<file path="src/rtl/uart_rx_ctrl.sv">
// UART receive frame controller.
// Captures one frame from the receiver, then streams it out or flushes it.
module uart_rx_ctrl #(
  parameter int CONFIG_WIDTH = 32,
  parameter int DEPTH        = 32
) (
  input  logic                      clock,
  input  logic                      reset,
  input  logic                      start,
  input  logic                      abort,
  input  logic [2:0]                cfg_baud,
  input  logic                      cfg_odd,
  input  logic [2:0]                cfg_len,
  input  logic                      cfg_par_en,
  input  logic                      cfg_cont,
  output logic [CONFIG_WIDTH-1:0]   rx_conf,
  output logic [CONFIG_WIDTH/2-1:0] rx_enable,
  output logic [CONFIG_WIDTH/2-1:0] rx_clear,
  input  logic                      rx_dout_valid,
  input  logic [7:0]                rx_dout,
  input  logic                      rx_error,
  input  logic                      rx_done,
  output logic                      m_valid,
  output logic [7:0]                m_data,
  output logic                      m_last,
  input  logic                      m_ready,
  output logic                      frame_ok,
  output logic                      frame_err,
  output logic                      busy,
  output logic [15:0]               frame_cnt,
  output logic [15:0]               err_cnt
);

  localparam int AW = (DEPTH > 1) ? $clog2(DEPTH) : 1;
  localparam int PW = AW + 1;
  localparam int HW = CONFIG_WIDTH / 2;

  typedef enum logic [2:0] {
    S_IDLE,
    S_ARM,
    S_RECV,
    S_CHECK,
    S_DRAIN,
    S_FLUSH
  } state_t;

  state_t        r_state;
  state_t        w_next;

  logic [2:0]    r_baud;
  logic          r_odd;
  logic [2:0]    r_len;
  logic          r_par;
  logic          r_cont;

  logic [PW-1:0] r_wptr;
  logic [PW-1:0] r_rptr;
  logic          r_err;
  logic [7:0]    r_buf [DEPTH];

  logic [PW-1:0] w_n;
  logic [HW-1:0] w_mask;
  logic [HW-1:0] w_bit6;
  logic [2:0]    w_len_norm;
  logic          w_rlast;
  logic          w_wr;
  logic          w_unused_rx_done;

  assign w_unused_rx_done = rx_done;
  assign busy       = (r_state != S_IDLE);
  assign w_len_norm = (cfg_len > 3'd5) ? 3'd5 : cfg_len;
  assign w_rlast    = (r_rptr == w_n - PW'(1));

  always_comb begin
    w_n = PW'(32);
    case (r_len)
      3'd0:    w_n = PW'(1);
      3'd1:    w_n = PW'(2);
      3'd2:    w_n = PW'(3);
      3'd3:    w_n = PW'(8);
      3'd4:    w_n = PW'(16);
      default: w_n = PW'(32);
    endcase
  end

  always_comb begin
    w_mask         = '0;
    w_mask[r_len]  = 1'b1;
    w_mask[6]      = r_par;
    w_bit6         = '0;
    w_bit6[6]      = 1'b1;
    rx_conf        = '0;
    rx_conf[HW+:3] = r_baud;
    rx_conf[0]     = r_odd;
  end

  assign w_wr = (r_state == S_RECV) && rx_dout_valid &&
                (r_wptr != w_n) && !abort;

  always_comb begin
    w_next    = r_state;
    rx_enable = '0;
    rx_clear  = '0;
    m_valid   = 1'b0;
    m_data    = '0;
    m_last    = 1'b0;
    frame_ok  = 1'b0;
    frame_err = 1'b0;
    unique case (r_state)
      S_IDLE: begin
        if (start) w_next = S_ARM;
      end
      S_ARM: begin
        rx_enable = w_mask;
        rx_clear  = w_mask;
        w_next    = S_RECV;
      end
      S_RECV: begin
        rx_enable = w_mask;
        if (r_wptr == w_n) w_next = S_CHECK;
      end
      S_CHECK: begin
        rx_enable = w_mask;
        w_next    = r_err ? S_FLUSH : S_DRAIN;
      end
      S_DRAIN: begin
        m_valid = 1'b1;
        m_data  = r_buf[r_rptr[AW-1:0]];
        m_last  = w_rlast;
        if (m_ready && w_rlast) begin
          frame_ok = 1'b1;
          w_next   = r_cont ? S_ARM : S_IDLE;
        end
      end
      S_FLUSH: begin
        rx_clear  = w_mask | w_bit6;
        frame_err = 1'b1;
        w_next    = r_cont ? S_ARM : S_IDLE;
      end
      default: w_next = S_IDLE;
    endcase
    // Abort wins over start and over a same-cycle final handshake.
    if (abort) begin
      w_next = S_IDLE;
      if (r_state != S_IDLE) begin
        rx_enable = '0;
        rx_clear  = w_mask;
        m_valid   = 1'b0;
        m_data    = '0;
        m_last    = 1'b0;
        frame_ok  = 1'b0;
        frame_err = 1'b0;
      end
    end
  end

  always_ff @(posedge clock) begin
    if (reset) begin
      r_state   <= S_IDLE;
      r_baud    <= '0;
      r_odd     <= 1'b0;
      r_len     <= '0;
      r_par     <= 1'b0;
      r_cont    <= 1'b0;
      r_wptr    <= '0;
      r_rptr    <= '0;
      r_err     <= 1'b0;
      frame_cnt <= '0;
      err_cnt   <= '0;
    end else begin
      r_state <= w_next;
      if (r_state == S_IDLE && start && !abort) begin
        r_baud <= cfg_baud;
        r_odd  <= cfg_odd;
        r_len  <= w_len_norm;
        r_par  <= cfg_par_en;
        r_cont <= cfg_cont;
      end
      if (r_state == S_ARM) begin
        r_wptr <= '0;
        r_rptr <= '0;
        r_err  <= 1'b0;
      end
      if (r_state == S_RECV && !abort && rx_error) r_err <= 1'b1;
      if (w_wr) r_wptr <= r_wptr + PW'(1);
      if (m_valid && m_ready) r_rptr <= r_rptr + PW'(1);
      if (frame_ok && frame_cnt != 16'hFFFF)
        frame_cnt <= frame_cnt + 16'd1;
      if (frame_err && err_cnt != 16'hFFFF)
        err_cnt <= err_cnt + 16'd1;
    end
  end

  // Buffer contents need no reset: the pointers define what is valid.
  always_ff @(posedge clock) begin
    if (w_wr) r_buf[r_wptr[AW-1:0]] <= rx_dout;
  end

endmodule

</file>
<file path="config.mk">
export PLATFORM = sky130hd
export DESIGN_NAME = uart_rx_ctrl
export DESIGN_NICKNAME = d
export VERILOG_FILES = /design/src/rtl/uart_rx_ctrl.sv
export SDC_FILE = /design/constraint.sdc
export NUM_CORES = 1
export LEC_CHECK = 0
export CORE_MARGIN = 3
export CORE_UTILIZATION = 43
export CTS_BUF_LIST = sky130_fd_sc_hd__clkbuf_8
export DETAILED_ROUTE_END_ITERATION = 7
export MAX_ROUTING_LAYER = met4
export SYNTH_ARGS = -nofsm -noshare
export SYNTH_HDL_FRONTEND = slang
export SYNTH_SLANG_ARGS = --single-unit
</file>
<file path="constraint.sdc">
create_clock -name clock -period 3 [get_ports clock]
set_input_delay 0.3 -clock clock [delete_from_list [all_inputs] [get_ports clock]]
set_output_delay 0.3 -clock clock [all_outputs]
set_load 0.005 [all_outputs]
</file>
---- Word-level counts from Yosys, hierarchy flattened ----
Memory sizes are Yosys's and may differ from the RTL's. A register that Yosys moved wholly into a read port is not among the register bits.
Cells that the tools add are included.
word-level totals
  bits in writable memories ............... 256
  memories ................................ 1
  bits in registers ....................... 57
  output and inout port bits .............. 109
operators by class
  equality and inequality tests ........... 17
  multiplexer cells ....................... 41
  $lt $le $gt $ge ......................... 3
  add/subtract/negate cells ............... 5
  reductions and logical operators ........ 22
memory list
  memory  depth  bits a word  read ports  clocked after Yosys merged registers in  wr ports  RTL line  text
  r_buf   32     8            1           1                                        1         59        logic [7:0] r_buf [DEPTH];
operators with widths
  operator                 count
  $mux W16                 4
  $add A16 B1 Y16 const B  2
  $mux W8                  4
  $ne A16 B16 Y1 const B   2
  $pmux W6 S5              1
  $mux W1                  20
  $mux W6                  3
  $pmux W3 S6              1
  $pmux W8 S2              1
  $add A6 B1 Y6 const B    2
  $eq A3 B2 Y1 const B     4
  $eq A6 B6 Y1             2
  $logic_and A1 B1 Y1      12
  $mux W3                  4
  $mux W5                  2
  $eq A3 B3 Y1 const B     3
  $eq A3 B1 Y1 const B     2
  $logic_not A3 Y1         2
  $ne A6 B6 Y1             1
  $reduce_bool A2 Y1       3
  $sub A6 B1 Y6 const B    1
  $lt A3 B5 Y1 const B     1
  $ne A2 B2 Y1 const B     2
  $demux W1 S3             1
  other kinds (8)          8

---- Longest topological paths before layout ----
  word-level depth ........................ 10
  depth in mapped cells ................... 11
  depth with buffers taken out ............ 8

---- Least setup slack after synthesis ----
OpenSTA, ideal clock, no wires.
  path kind ............................... register to register
  start point ............................. reg r_len[0]
  end point ............................... reg frame_cnt[10]
  arrival ................................. 2.378 ns
  path buffers ............................ 4
  setup slack ............................. 0.501 ns
  stages on the path, launching flop included .. 12
  library setup time ...................... 0.121 ns
  cell sequence ........................... dfxtp_1 -> buf_2 -> clkbuf_1 -> nand3_1 -> ha_1 -> xnor2_1 -> a31oi_1 -> a221o_1 -> buf_2 -> buf_2 -> nor3_1 -> mux2_2
between the ends
  longest elaborated chain between the ends .. 10
  elaborated cells on any way between the ends .. 14
  those cells by class .................... add/sub: 1; eq/ne: 5; mux: 5; reduce/logical: 3
ends and longest elaborated chain
  element                               RTL line  text
  start, declared                       52        logic [2:0] r_len;
  start signal, assigned                175       r_len <= w_len_norm;
  $eq A3 B3 Y1 (tied with other cells)  76        case (r_len)
  $pmux W6 S5 *                         76
  $sub A6 B1 Y6 *                       72        assign w_rlast = (r_rptr == w_n - PW'(1));
  $eq A6 B6 Y1 *                        72
  $logic_and A1 B1 Y1 *                 130       if (m_ready && w_rlast) begin
  $mux W1 *                             130
  $mux W1 *                             109       unique case (r_state)
  $mux W1                               145       if (r_state != S_IDLE) begin
  $mux W1 *                             143       if (abort) begin
  $logic_and A1 B1 Y1 *                 187       if (frame_ok && frame_cnt != 16'hFFFF)
  end signal, assigned                  188       frame_cnt <= frame_cnt + 16'd1;
  end, declared                         30        output logic [15:0] frame_cnt,
Every way passes the cells marked *; elsewhere a longest branch is shown, timed or not.
A chain may end at the register's enable or synchronous reset.

==> summary.md <==
| Metric | Value |
|---|---|
| Fin. max-slew vios | `0` |
| DRT iter0 DRCs | `533` |
| Largest net degree at the start of global routing | `49` |
| Via count | `8194` |
| Initial antenna violation count | `0` |
| Initial Utilization | `0.4434` |
| Core region area | `0.03107 mm^2` |
| Mapped Cells | `909` |
| CP Buf/Inv Count | `4` |
| Worst-case clock skew | `0.02293 ns` |
| Syn Area/Cell | `15.15 um^2` |
| DR vias/cell | `5.485` |
| Hold_buf cts | `0` |
| Die width | `185.0 um` |
| Setup TNS | `0 ns` |
| FF+latch count, synth | `318` |
| Pwr Total | `8.661 mW` |
| Tmin final | `2.982 ns` |
| Final HPWL DP | `18.85 mm` |
| Vias in the first global route | `8318` |
| Nets | `1092` |
| Root buf cell | `clkbuf_8` |
| Highest Signal Layer | `met4` |
| P&R area growth vs syn | `19.10%` |
| Peak supply drop | `304.5 uV` |
| Kind of critical path | `flip-flop to output port` |
| Ys async rst share | `0` |
| Crit path arrival time | `2.68 ns` |
| Yosys cell types | `66` |
| Post-Route WL | `30.58 mm` |
| Most frequent cells in the layout | `edfxtp_1, clkdlybuf4s50_1, mux4_2` |
| Slew headroom | `0.5488` |
| Critical path's top delay family | `multiplexers` |
| Average wire per standard cell | `20.47 um` |
| Antenna cells | `0` |
| Crit path cell chain | `buf_6, buf_12, buf_6, mux4_2, mux4_2, a22o_1, buf_2` |
| First-pass GRT wire length | `47.40 mm` |
| Power Density | `527.9 mW/mm^2` |
| Final Wtd Congestion | `0.8096` |
| Clock sink count | `318` |
| Antenna Nets Post-Route | `0` |
| Largest area contributor in the netlist | `edfxtp_1` |
| Worst-Skew Late Latency | `0.58 ns` |
| Routed wl met3 | `1.776 mm` |
| Max-Cap Viols | `0` |
| Top FF cell, synth | `edfxtp_1` |
| Post-synthesis sequential area ratio | `0.6481` |
| Die Span Y | `185.0 um` |
| Global Route Usage Sum | `0.1851` |
| Met2 WL | `14.05 mm` |
| Reg clk slew, reported paths | `0.06 ns` |
| WP data required | `2.70 ns` |
| RSZ-0062 raised after global routing | `true` |
| Yosys top cell area share | `0.5580` |
| Worst setup SP type | `flip-flop` |
| FMAX | `0.3354 GHz` |
| Longest Clk Path Bufs | `3` |
| H-tree levels | `2` |
| Fraction of layout cells with a size suffix above 1 | `0.2332` |
| CTS buffer count | `52` |
| Port bufs | `88` |
| Status | `finished, final reports clean` |
| Critical path endpoint category | `output port` |
| Post-synth EDFFs | `256` |
| Drt drc | `0` |
| Flop-to-flop setup slack | `0.37 ns` |
| Drt pass-1 iters | `5` |
| Number of fill cells | `2623` |
| Met1 wire length | `14.04 mm` |
| Final hold violation count | `0` |
| CP max FO | `8` |
| Worst slew pin tran | `0.6748 ns` |
| Yosys warns | `0` |
| Placed Cells | `1381` |
| Max stage delay on crit path | `0.50 ns` |
| Worst min-delay path class | `input pin to flip-flop` |
| Final period utilization | `0.9939` |
| Largest cells by area after synthesis | `edfxtp_1, mux4_2, dfxtp_1` |
| GRT Residual Overflow | `0` |
| Fin cells | `1494` |
| Slowest-stage cell, CP | `mux4_2` |
| Io pins | `134` |
| Leading cell type in the layout, fill and taps excluded | `edfxtp_1` |
| P_leak | `5.517 nW` |
| Final number of setup-violating endpoints | `0` |
| Core Rows | `64` |
| Mapped Area | `0.01378 mm^2` |
| Die ar. | `0.03422 mm^2` |
| CTS tree | `built` |
## worst register-to-register path, cell delays in order (launching register included)
cell	delay, ns
dfxtp_1	0.43
buf_4	0.19
nor3b_1	0.06
o311a_1	0.36
o221a_2	0.31
nor2_1	0.14
buf_4	0.28
and3_1	0.52
## through the flow
stage          hold slack [ns]  instance area [um^2]    util  setup slack [ns]
6_report                0.2513                 16410  0.5281           0.01825
5_1_grt                 0.2695                 16410  0.5281          -0.08401
4_1_cts                 0.2169                 16380  0.5273          -0.08463
3_5_place_dp            0.4746                 15120  0.4866            0.1767
3_3_place_gp            0.4643                 15120  0.4866            0.1834
2_1_floorplan           0.3989                 13940       -            0.5010
## cell type report
class | instances | area [um^2] | share of cell area
flip-flops and latches | 318 | 8939 | 0.5448
well taps | 396 | 495.5 | 0.03020
clock inverters | 41 | 270.3 | 0.01647
repair buffers | 151 | 1456 | 0.08877
inverters | 18 | 72.57 | 0.004423
clock buffers | 52 | 715.7 | 0.04362
multi-input cells | 518 | 4458 | 0.2717
## kinds of logic (layout without fill, tap and decap cells)
group                      after synthesis  in the layout  synth area share
DFF                                    318            318            0.6481
AOI/OAI and AO/OA                       98             98           0.04977
other                                    1             44         0.0002722
muxes                                   96             96            0.1358
adders and majority gates                8              8          0.007266
and+or+nand+nor                        255            255            0.1014
buffers and inverters                  116            262           0.04659
xor gates and xnor gates                17             17           0.01081
## power by group
part | switching [mW] | leakage, nW | internal (mW)
Sequential | 0.00852 | 2.80 | 4.76
Combinational | 0.173 | 2.19 | 0.0940
Clock | 1.73 | 0.519 | 1.89
## state kept, by name, summed over array words and instances (netlist names), 3 cells and up, named ones only
register and count:
r_baud 3, r_len 3, r_rptr 6, r_buf 256, frame_cnt 16, r_state 3, r_wptr 6, err_cnt 16
## worst paths after layout
check,cells after the start,to,start
worst max-delay path,7,m_data[7],flip-flop
worst min-delay path,2,frame_cnt[2]$_SDFFE_PP0P_,reset
worst max register to register,7,r_buf[20][6]$_DFFE_PP_,r_len[1]$_SDFFE_PP0P_
worst min register to register,2,frame_cnt[15]$_SDFFE_PP0P_,frame_cnt[15]$_SDFFE_PP0P_
## layer usage
metal	up-vias	track usage
li1	3768	-
met1	4096	0.2595
met2	270	0.2795
met3	60	0.03496
met4	0	0.05222
met5	-	-
## what timing repair did
| action | in CTS | in global routing |
|---|---|---|
| pin swaps | 9 | 5 |
| setup endpoints to repair | 10 | 12 |
| buffers inserted | 16 | 5 |
| gates resized for setup | 56 | 14 |
| cloned | 2 | 0 |
## synthesized netlist by cell type (2+ instances only)
| master | n |
|---|---|
| nand2_1 | 22 |
| or4_1 | 3 |
| o311ai_0 | 5 |
| inv_1 | 17 |
| nor4_1 | 7 |
| mux2i_1 | 17 |
| a211o_1 | 3 |
| a31oi_1 | 3 |
| a22o_1 | 8 |
| xor2_1 | 6 |
| nor3_1 | 23 |
| nand2b_1 | 4 |
| clkbuf_1 | 32 |
| nor2b_1 | 16 |
| nor2_1 | 63 |
| mux4_2 | 72 |
| buf_6 | 2 |
| dfxtp_1 | 62 |
| buf_1 | 5 |
| buf_2 | 14 |
| nand3b_1 | 4 |
| nand4b_1 | 3 |
| and4_1 | 2 |
| o31ai_1 | 4 |
| a21oi_1 | 30 |
| o211ai_1 | 5 |
| or2_2 | 7 |
| edfxtp_1 | 256 |
| mux2_2 | 7 |
| o221a_2 | 2 |
| xnor2_1 | 11 |
| and3_1 | 41 |
| nor3b_1 | 9 |
| o311a_1 | 2 |
| a211oi_1 | 9 |
| buf_4 | 45 |
| o32ai_1 | 2 |
| and2_1 | 2 |
| nand4_1 | 10 |
| ha_1 | 8 |
| or3_1 | 8 |
| o21ai_0 | 9 |
| o41ai_1 | 5 |
| nand3_1 | 22 |
Note: power is estimated with default switching activity, not from simulation.
